## config.mk

```make
export PLATFORM = sky130hd
export DESIGN_NAME = sched_controller
export DESIGN_NICKNAME = d
export VERILOG_FILES = /design/src/rtl/sched_controller.sv
export SDC_FILE = /design/constraint.sdc
export NUM_CORES = 1
export LEC_CHECK = 0
export CORE_AREA = 2 2 99 101
export CTS_CLUSTER_SIZE = 14
export DETAILED_ROUTE_END_ITERATION = 7
export DIE_AREA = 0 0 101 103
export PLACE_DENSITY = 0.91
export SETUP_SLACK_MARGIN = 0.4
export SYNTH_ARGS = -nofsm -noshare
export SYNTH_HDL_FRONTEND = slang
export SYNTH_SLANG_ARGS = --single-unit
export TNS_END_PERCENT = 100
```

## constraint.sdc

```tcl
create_clock -name clk -period 3.43 [get_ports clk]
set_input_delay 0.686 -clock clk [delete_from_list [all_inputs] [get_ports clk]]
set_output_delay 0.686 -clock clk [all_outputs]
set_load 0.02 [all_outputs]
```

## src/rtl/sched_controller.sv

```systemverilog
// Interrupt/context scheduler: vectors, preemption timer, event arbitration,
// one-cycle PC redirect, saved-PC return and PC capture.
// Ports: clk, reset (sync, active-high); SCHED_conf/SCHED_OP/SCHED_value op
// strobe; PC_pos, cpu_ready, syscall_req, dma_irq in; jump, jump_addr,
// in_handler, pc_out, pc_out_valid out (all registered).
// Define SCHED_DMA_INT_EN to implement the DMA event source.
module sched_controller #(
  parameter logic [15:0] DEFAULT_QUANTUM = 16'd1000
) (
  input  logic        clk,
  input  logic        reset,
  input  logic        SCHED_conf,
  input  logic [3:0]  SCHED_OP,
  input  logic [15:0] SCHED_value,
  input  logic [15:0] PC_pos,
  input  logic        cpu_ready,
  input  logic        syscall_req,
  input  logic        dma_irq,
  output logic        jump,
  output logic [15:0] jump_addr,
  output logic        in_handler,
  output logic [15:0] pc_out,
  output logic        pc_out_valid
);

  typedef enum logic [1:0] {
    IDLE    = 2'd0,
    RUN     = 2'd1,
    HANDLER = 2'd2
  } state_t;

  state_t      state_q, state_d;
  logic [15:0] sys_vec_q, sys_vec_d;
  logic [15:0] tmr_vec_q, tmr_vec_d;
  logic [15:0] quantum_q, quantum_d;
  logic [15:0] timer_q, timer_d;
  logic [15:0] saved_pc_q, saved_pc_d;
  logic        sys_pend_q, sys_pend_d;
  logic        tmr_pend_q, tmr_pend_d;
  logic        jump_q, jump_d;
  logic [15:0] jump_addr_q, jump_addr_d;
  logic [15:0] pc_out_q, pc_out_d;
  logic        pc_out_valid_q, pc_out_valid_d;
  logic [15:0] dma_vec_q;
  logic        dma_pend_q;

  logic [3:0]  op_v;
  logic        op_sys, op_tmr, op_dma, op_start;
  logic        op_rtm, op_retr, op_pc;
  logic        st_idle, st_run, st_hnd;
  logic        disp;
  logic        win_sys, win_dma, win_tmr;
  logic        tmr_hit;
  logic        set_sys, set_tmr;
  logic [15:0] start_val;

  assign op_v     = SCHED_conf ? SCHED_OP : 4'h0;
  assign op_sys   = (op_v == 4'h1);
  assign op_tmr   = (op_v == 4'h2);
  assign op_dma   = (op_v == 4'h3);
  assign op_start = (op_v == 4'h4);
  assign op_rtm   = (op_v == 4'h5);
  assign op_retr  = (op_v == 4'h6);
  assign op_pc    = (op_v == 4'h7);

  assign st_idle = (state_q == IDLE);
  assign st_run  = (state_q == RUN);
  assign st_hnd  = (state_q == HANDLER);

  // Fixed priority: syscall, then DMA, then timer.
  assign win_sys = sys_pend_q;
  assign win_dma = ~sys_pend_q & dma_pend_q;
  assign win_tmr = ~sys_pend_q & ~dma_pend_q & tmr_pend_q;
  assign disp    = st_run & cpu_ready
                 & (sys_pend_q | dma_pend_q | tmr_pend_q);

  // RTimer suppresses the expiry check in the same cycle.
  assign tmr_hit = st_run & ~op_rtm
                 & (timer_q == quantum_q - 16'd1);

  // A zero vector masks its source.
  assign set_sys = syscall_req & ~st_idle & (sys_vec_q != 16'd0);
  assign set_tmr = tmr_hit & (tmr_vec_q != 16'd0);

  assign start_val = (SCHED_value == 16'd0) ? DEFAULT_QUANTUM
                                            : SCHED_value;

  always_comb begin
    state_d        = state_q;
    sys_vec_d      = sys_vec_q;
    tmr_vec_d      = tmr_vec_q;
    quantum_d      = quantum_q;
    timer_d        = timer_q;
    saved_pc_d     = saved_pc_q;
    jump_d         = 1'b0;
    jump_addr_d    = jump_addr_q;
    pc_out_d       = pc_out_q;
    pc_out_valid_d = 1'b0;

    if (op_sys) sys_vec_d = SCHED_value;
    if (op_tmr) tmr_vec_d = SCHED_value;
    if (op_start) quantum_d = start_val;

    if (op_rtm || tmr_hit) begin
      timer_d = 16'd0;
    end else if (st_run) begin
      timer_d = timer_q + 16'd1;
    end

    unique case (state_q)
      IDLE: begin
        if (op_start) begin
          timer_d = 16'd0;
          state_d = RUN;
        end
      end
      RUN: begin
        if (disp) begin
          jump_d     = 1'b1;
          saved_pc_d = PC_pos;
          state_d    = HANDLER;
          unique case (1'b1)
            win_sys: jump_addr_d = sys_vec_q;
            win_dma: jump_addr_d = dma_vec_q;
            win_tmr: jump_addr_d = tmr_vec_q;
          endcase
        end
      end
      HANDLER: begin
        if (op_retr) begin
          jump_d      = 1'b1;
          jump_addr_d = saved_pc_q;
          timer_d     = 16'd0;
          state_d     = RUN;
        end
      end
      default: state_d = IDLE;
    endcase

    // A same-source request in the dispatch cycle re-arms the flag.
    sys_pend_d = (sys_pend_q & ~(disp & win_sys)) | set_sys;
    tmr_pend_d = (tmr_pend_q & ~(disp & win_tmr)) | set_tmr;

    if (op_pc) begin
      pc_out_d       = PC_pos;
      pc_out_valid_d = 1'b1;
    end
  end

  always_ff @(posedge clk) begin
    if (reset) begin
      state_q        <= IDLE;
      sys_vec_q      <= '0;
      tmr_vec_q      <= '0;
      quantum_q      <= '0;
      timer_q        <= '0;
      saved_pc_q     <= '0;
      sys_pend_q     <= 1'b0;
      tmr_pend_q     <= 1'b0;
      jump_q         <= 1'b0;
      jump_addr_q    <= '0;
      pc_out_q       <= '0;
      pc_out_valid_q <= 1'b0;
    end else begin
      state_q        <= state_d;
      sys_vec_q      <= sys_vec_d;
      tmr_vec_q      <= tmr_vec_d;
      quantum_q      <= quantum_d;
      timer_q        <= timer_d;
      saved_pc_q     <= saved_pc_d;
      sys_pend_q     <= sys_pend_d;
      tmr_pend_q     <= tmr_pend_d;
      jump_q         <= jump_d;
      jump_addr_q    <= jump_addr_d;
      pc_out_q       <= pc_out_d;
      pc_out_valid_q <= pc_out_valid_d;
    end
  end

`ifdef SCHED_DMA_INT_EN
  logic [15:0] dma_vec_d;
  logic        dma_pend_d;
  logic        set_dma;

  assign set_dma = dma_irq & ~st_idle & (dma_vec_q != 16'd0);

  always_comb begin
    dma_vec_d  = dma_vec_q;
    if (op_dma) dma_vec_d = SCHED_value;
    dma_pend_d = (dma_pend_q & ~(disp & win_dma)) | set_dma;
  end

  always_ff @(posedge clk) begin
    if (reset) begin
      dma_vec_q  <= '0;
      dma_pend_q <= 1'b0;
    end else begin
      dma_vec_q  <= dma_vec_d;
      dma_pend_q <= dma_pend_d;
    end
  end
`else
  // DMA source absent: request and vector op have no effect.
  logic unused_dma;
  assign unused_dma = dma_irq & op_dma;
  assign dma_vec_q  = '0;
  assign dma_pend_q = 1'b0;
`endif

  assign jump         = jump_q;
  assign jump_addr    = jump_addr_q;
  assign in_handler   = st_hnd;
  assign pc_out       = pc_out_q;
  assign pc_out_valid = pc_out_valid_q;

endmodule

```

After elaboration in Yosys (flattened, before gate mapping)
Cells that the tools add are included.
- bits of input ports: 42
- output and inout port bits: 35
- logic and storage cells: 74
- flip-flop bits (word level): 118
- bitwise operators: 20
- reductions and logical operators: 9
- add/subtract/negate cells: 2
- equality and inequality tests: 12
- muxes and demuxes: 19
- operator list (operator ; number):
    $mux W16 ; 7
    $pmux W16 S2 ; 3
    $reduce_bool A16 Y1 ; 2
    $add A16 B1 Y16 const B ; 1
    $eq A16 B16 Y1 ; 1
    $eq A4 B3 Y1 const B ; 4
    $logic_not A16 Y1 ; 1
    $sub A16 B1 Y16 const B ; 1
    $and A1 B1 Y1 ; 12
    $mux W2 ; 3
    $pmux W2 S3 ; 1
    $reduce_and A3 Y1 ; 2
    $not A1 Y1 ; 5
    $eq A4 B1 Y1 const B ; 1
    $eq A4 B2 Y1 const B ; 1
    $mux W4 ; 1
    $ne A2 B1 Y1 const B ; 2
    $mux W1 ; 3
    $or A1 B1 Y1 ; 3
    $eq A2 B1 Y1 const B ; 1
    $eq A2 B2 Y1 const B ; 1
    $logic_not A2 Y1 ; 1
    $ne A2 B2 Y1 const B ; 1
    $pmux W1 S2 ; 1
    3 further kinds ; 3

Longest topological paths before layout
- depth after elaboration: 9
- gate-level depth with buffers: 11
- mapped depth without buffers: 8

Worst setup path before layout
No wires, ideal clock.
- path kind: reg2reg
- start: register state_q[0]
- end: register jump_addr_q[10] (netlist: jump_addr[10])
- setup time: 0.128 ns
- path buffers: 3
- stages on the path, launching flop included: 10
- data required time: 3.302 ns
- arrival: 2.171 ns
- setup slack: 1.132 ns
- period minus slack after synthesis: 2.298 ns
- cells stage by stage: dfxtp_1 inv_1 ha_1 clkbuf_1 a21boi_0 a21o_1 clkbuf_1 buf_2 mux2i_1 nor2_1
- elaborated cells between the ends (all ways): 9
- classes of those cells: eq/ne (4); mux (1); bitwise (2); reduce/logical (2)
- RTL lines (what ; line ; text):
    from (decl) ; 32 ; state_t state_q, state_d;
    from (signal assigned) ; 165 ; state_q <= state_d;
    $eq A2 B2 Y1 (*) ; - ;
    via in_handler ; 21 ; output logic in_handler,
    $ne A2 B1 Y1 (no source line) / $reduce_bool A2 Y1 (equally long branches) ; - ;
    $reduce_and A3 Y1 (no source line) ; - ;
    to (signal assigned) ; 174 ; jump_addr_q <= jump_addr_d;
    to (decl) ; 41 ; logic [15:0] jump_addr_q, jump_addr_d;
Mark *: on every way through the listed nets, which the timed path passes. The rest lies on a longest branch.
A chain may end at the register's enable or synchronous reset.

Worst setup path in the final report
- start: register state_q[0]
- end: output port in_handler
- longest elaborated chain between the ends: 1
- RTL lines (what ; line ; text):
    $eq A2 B2 Y1 ; 68 ; assign st_hnd = (state_q == HANDLER);
    to (decl) ; 21 ;
No other way between the ends.

==> impl_metrics.py <==
metrics = {
    "critical_path": {
        "cp_top_family": "buffers and inverters",
        "max_stage_delay_ps": 670,
        "worstSetupStartpoint": "state_q[0]$_SDFFE_PP0P_",
        "critical_path_arrival_ps": 2120,
        "cp.required_ps": 2740,
        "crit_path_end": "in_handler",
        "startpoint_type": "flop",
        "critical_path.max_fanout": 38,
        "crit-reg2reg-capture": "timer_q[10]$_SDFF_PP0_",
        "worstPathBufferInverterCount": 3,
        "worst_case_register_to_register_setup_slack_ps": 690,
        "worst_r2r_path_depth": 9,
        "cp-end-kind": "output port",
        "critical_path_cell_count": 4,
        "slowest_stage": "sky130_fd_sc_hd__clkdlybuf4s50_1",
        "crit_type": "flop to output port",
        "timing.rr.start": "quantum_q[0]$_SDFFE_PP0P_",
        "cp_cell_sequence": "inv_1, ha_1, buf_4, clkdlybuf4s50_1",
    },
    "clock_network": {
        "clock_tree_from_tritoncts": "done",
        "cts.repair.resized": 0,
        "post_cts.repair.setup_buffers": 0,
        "clock_sink_count": 118,
        "numCtsBuffers": 17,
        "clk_pin_slew_ps": 50,
        "cts_max_level": 4,
        "clk_root_buffer_cell": "sky130_fd_sc_hd__clkbuf_8",
        "worst_skew_pair.late_latency_ps": 530,
        "ctsLongestPathBuffers": 2,
        "cts_hold_buf": 0,
    },
    "synthesis": {
        "yosys_warnings": 0,
        "yosys_most_used_dff": "sky130_fd_sc_hd__dfxtp_1",
        "seq_total_area_yosys": 0.442,
        "synth.lib_cells_used.distinct": 46,
        "synth_edf_count": 0,
        "synth_area_sq_um": 5340,
        "mappedNetlistNets": 722,
        "postSynth.asyncResetShare": 0,
        "postSynthRegisterBits": 118,
        "postSynthAreaPerCell_sq_um": 7.92,
        "synthesized_instance_count": 674,
    },
    "timing": {
        "fin_crit_sh": 0.817,
        "timing.max_slew.rel_slack": 0.314,
        "worst_clock_skew_ps": 6.29,
        "finalMaxSlewViolations": 0,
        "setup_tns_ps": 0,
        "unrepaired_setup_endpoints_after_global_routing": "false",
        "timing_hold_violations_final": 0,
        "setup_viol": 0,
        "max_clock_freq_ghz": 0.357,
        "finalCriticalPeriod_ps": 2800,
        "max_slew.worst_pin.slew_ps": 1030,
    },
    "floorplanning": {
        "fp.dieArea_sq_um": 10400,
        "coreArea_sq_um": 9460,
        "chipHeight_um": 103,
        "die-width_um": 101,
        "std_cell_rows": 36,
        "num_io_pins": 77,
        "initial_utilization": 0.565,
    },
    "place": {
        "place.port_buffers": 75,
        "dp.cells": 830,
        "gpl.final_weighted_congestion": 0.888,
        "dp_hpwl_um": 9710,
    },
    "routing": {
        "via_count": 5159,
        "wire_per_inst_um": 17.3,
        "vias_per_cell": 5.98,
        "detail-route-antenna-nets": 0,
        "remaining_drc_errors": 0,
        "drt_pass1_iterations": 5,
        "drt_first_iter_violations": 610,
        "routed_wirelength_um": 14900,
    },
    "layout": {
        "layout.cells.non_filler": 862,
        "num-fill-cells": 640,
        "area_growth_syn_to_layout_pct": 25.8,
        "finish.net_count": 784,
        "layout-drive-gt1-share": 0.0628,
        "antenna_cells_inserted": 0,
    },
    "global_routing": {
        "grt.total_usage": 0.293,
        "via_count_of_the_first_global_routing_pass": 4993,
        "grt_start_max_net_pins": 75,
        "antenna_found_initial": 0,
        "grt_first_pass_wirelength_um": 23900,
        "globalRouteOverflowTotal": 0,
    },
    "power": {
        "power-per-cell-area_nw_per_um2": 495,
        "vdd_drop_max_uv": 285,
        "leakagePower_nw": 2.61,
    },
    "worst_hold_path": {
        "worst_hold_path_type": "flop to flop",
    },
    "outcome": {
        "status": "complete, no violations",
    },
    "flow_run": {
        "drv_cap": 0,
    },
}
layout by cell type (no fill, tap or decap), types with 2 or more instances in the layout:
| master | count |
|---|---|
| sky130_fd_sc_hd__nand2_1 | 179 |
| sky130_fd_sc_hd__dfxtp_1 | 118 |
| sky130_fd_sc_hd__a21oi_1 | 77 |
| sky130_fd_sc_hd__clkdlybuf4s50_1 | 74 |
| sky130_fd_sc_hd__nor2_1 | 59 |
| sky130_fd_sc_hd__mux2i_1 | 33 |
| sky130_fd_sc_hd__xnor2_1 | 23 |
| sky130_fd_sc_hd__o21ai_0 | 19 |
| sky130_fd_sc_hd__clkbuf_16 | 16 |
| sky130_fd_sc_hd__nor4_1 | 15 |
| sky130_fd_sc_hd__xor2_1 | 15 |
| sky130_fd_sc_hd__nor3_1 | 14 |
| sky130_fd_sc_hd__and3_1 | 10 |
| sky130_fd_sc_hd__nand4_1 | 9 |
| sky130_fd_sc_hd__inv_1 | 8 |
| sky130_fd_sc_hd__nand3_1 | 8 |
| sky130_fd_sc_hd__ha_1 | 6 |
| sky130_fd_sc_hd__buf_4 | 6 |
| sky130_fd_sc_hd__clkinv_2 | 5 |
| sky130_fd_sc_hd__or3_1 | 4 |
| sky130_fd_sc_hd__clkbuf_8 | 4 |
| sky130_fd_sc_hd__nor2b_1 | 3 |
| sky130_fd_sc_hd__a31oi_1 | 3 |
| sky130_fd_sc_hd__nand2b_1 | 2 |
| sky130_fd_sc_hd__a21o_1 | 2 |
| sky130_fd_sc_hd__nor3b_1 | 2 |
| sky130_fd_sc_hd__a211oi_1 | 2 |
| sky130_fd_sc_hd__o211ai_1 | 2 |
| sky130_fd_sc_hd__bufinv_16 | 2 |
| sky130_fd_sc_hd__clkbuf_1 | 2 |
| sky130_fd_sc_hd__buf_12 | 2 |
layer usage:
layer  track usage  routed length (um)  vias up
li1              -                   -     2404
met2         0.499                7320      248
met5             0                   0        -
met3        0.0753                1070       45
met4         0.132                 447        0
met1         0.351                6080     2462
worst min-delay path by stage:
stage                                      startpoint                           to  slack, ps  depth (start not counted)
after floorplan            saved_pc_q[0]$_SDFFE_PP0P_   saved_pc_q[0]$_SDFFE_PP0P_        440                          2
final                          pc_out[4]$_SDFFE_PP0P_       pc_out[4]$_SDFFE_PP0P_        450                          2
after detailed placement       pc_out[4]$_SDFFE_PP0P_       pc_out[4]$_SDFFE_PP0P_        450                          2
after global placement         pc_out[4]$_SDFFE_PP0P_       pc_out[4]$_SDFFE_PP0P_        440                          2
after CTS                      pc_out[4]$_SDFFE_PP0P_       pc_out[4]$_SDFFE_PP0P_        450                          2
after global routing      saved_pc_q[15]$_SDFFE_PP0P_  saved_pc_q[15]$_SDFFE_PP0P_        480                          2
logic make-up after synthesis:
family,count (synthesis),synth area share
fa+ha+maj,6,0.0141
flops,118,0.442
buf+inv,48,0.0363
xor+xnor,38,0.0623
simple gates,315,0.260
compound gates,116,0.124
mux,33,0.0618
power breakdown:
group / internal, mW / leakage, nW / total [mW] / switching (mW)
Combinational: 0.106 / 1.38 / 0.238 / 0.132
Sequential: 1.39 / 0.952 / 1.40 / 0.0162
Clock: 1.08 / 0.280 / 1.69 / 0.609
Total: 2.57 / 2.61 / 3.33 / 0.757
sequential cells by signal, indices dropped and copies added (netlist names), 2 cells and up:
name	cells
timer_q	16
saved_pc_q	16
state_q	2
tmr_vec_q	16
quantum_q	16
sys_vec_q	16
jump_addr	16
pc_out	16
layout make-up:
class                      instances  area, sq um  area share
multi-input combinational        508         2790       0.415
clock buffer                      22          463      0.0689
inverter                           8         30.0     0.00447
clock inverter                     9          101      0.0151
sequential                       118         2360       0.351
timing repair buffer              83          831       0.124
tap                              114          143      0.0212
stage by stage:
step	hold slack (ps)	power, mW	util	worst slack (ps)	cell area [sq um]
floorplan	437	1.55	-	1130	5340
global placement	441	1.64	0.649	646	6140
detailed placement	446	1.65	0.649	400	6140
CTS	453	3.32	0.708	449	6700
global route	475	3.42	0.711	515	6720
finish	450	3.33	0.711	628	6720
worst register-to-register path, delay by kind of cell (launching register included):
family                     cells  cell delay (ps)
AOI/OAI and AO/OA              3             1070
adders and majority gates      1              200
buffers and inverters          2              270
DFF                            1              390
and+or+nand+nor                3              710
cell usage after synthesis, drive strengths merged (8+ instances only):
master / count / share of area
and3: 10 / 0.012
a21oi: 77 / 0.072
nand2: 179 / 0.13
xnor2: 23 / 0.038
dfxtp: 118 / 0.44
nand4: 9 / 0.011
nor2: 59 / 0.041
inv: 8 / 0.0056
clkbuf: 34 / 0.024
nor3: 15 / 0.015
nor4: 17 / 0.023
o21ai: 20 / 0.019
xor2: 15 / 0.025
mux2i: 33 / 0.062
nand3: 8 / 0.0075
Power figures use the tool's default switching activity.
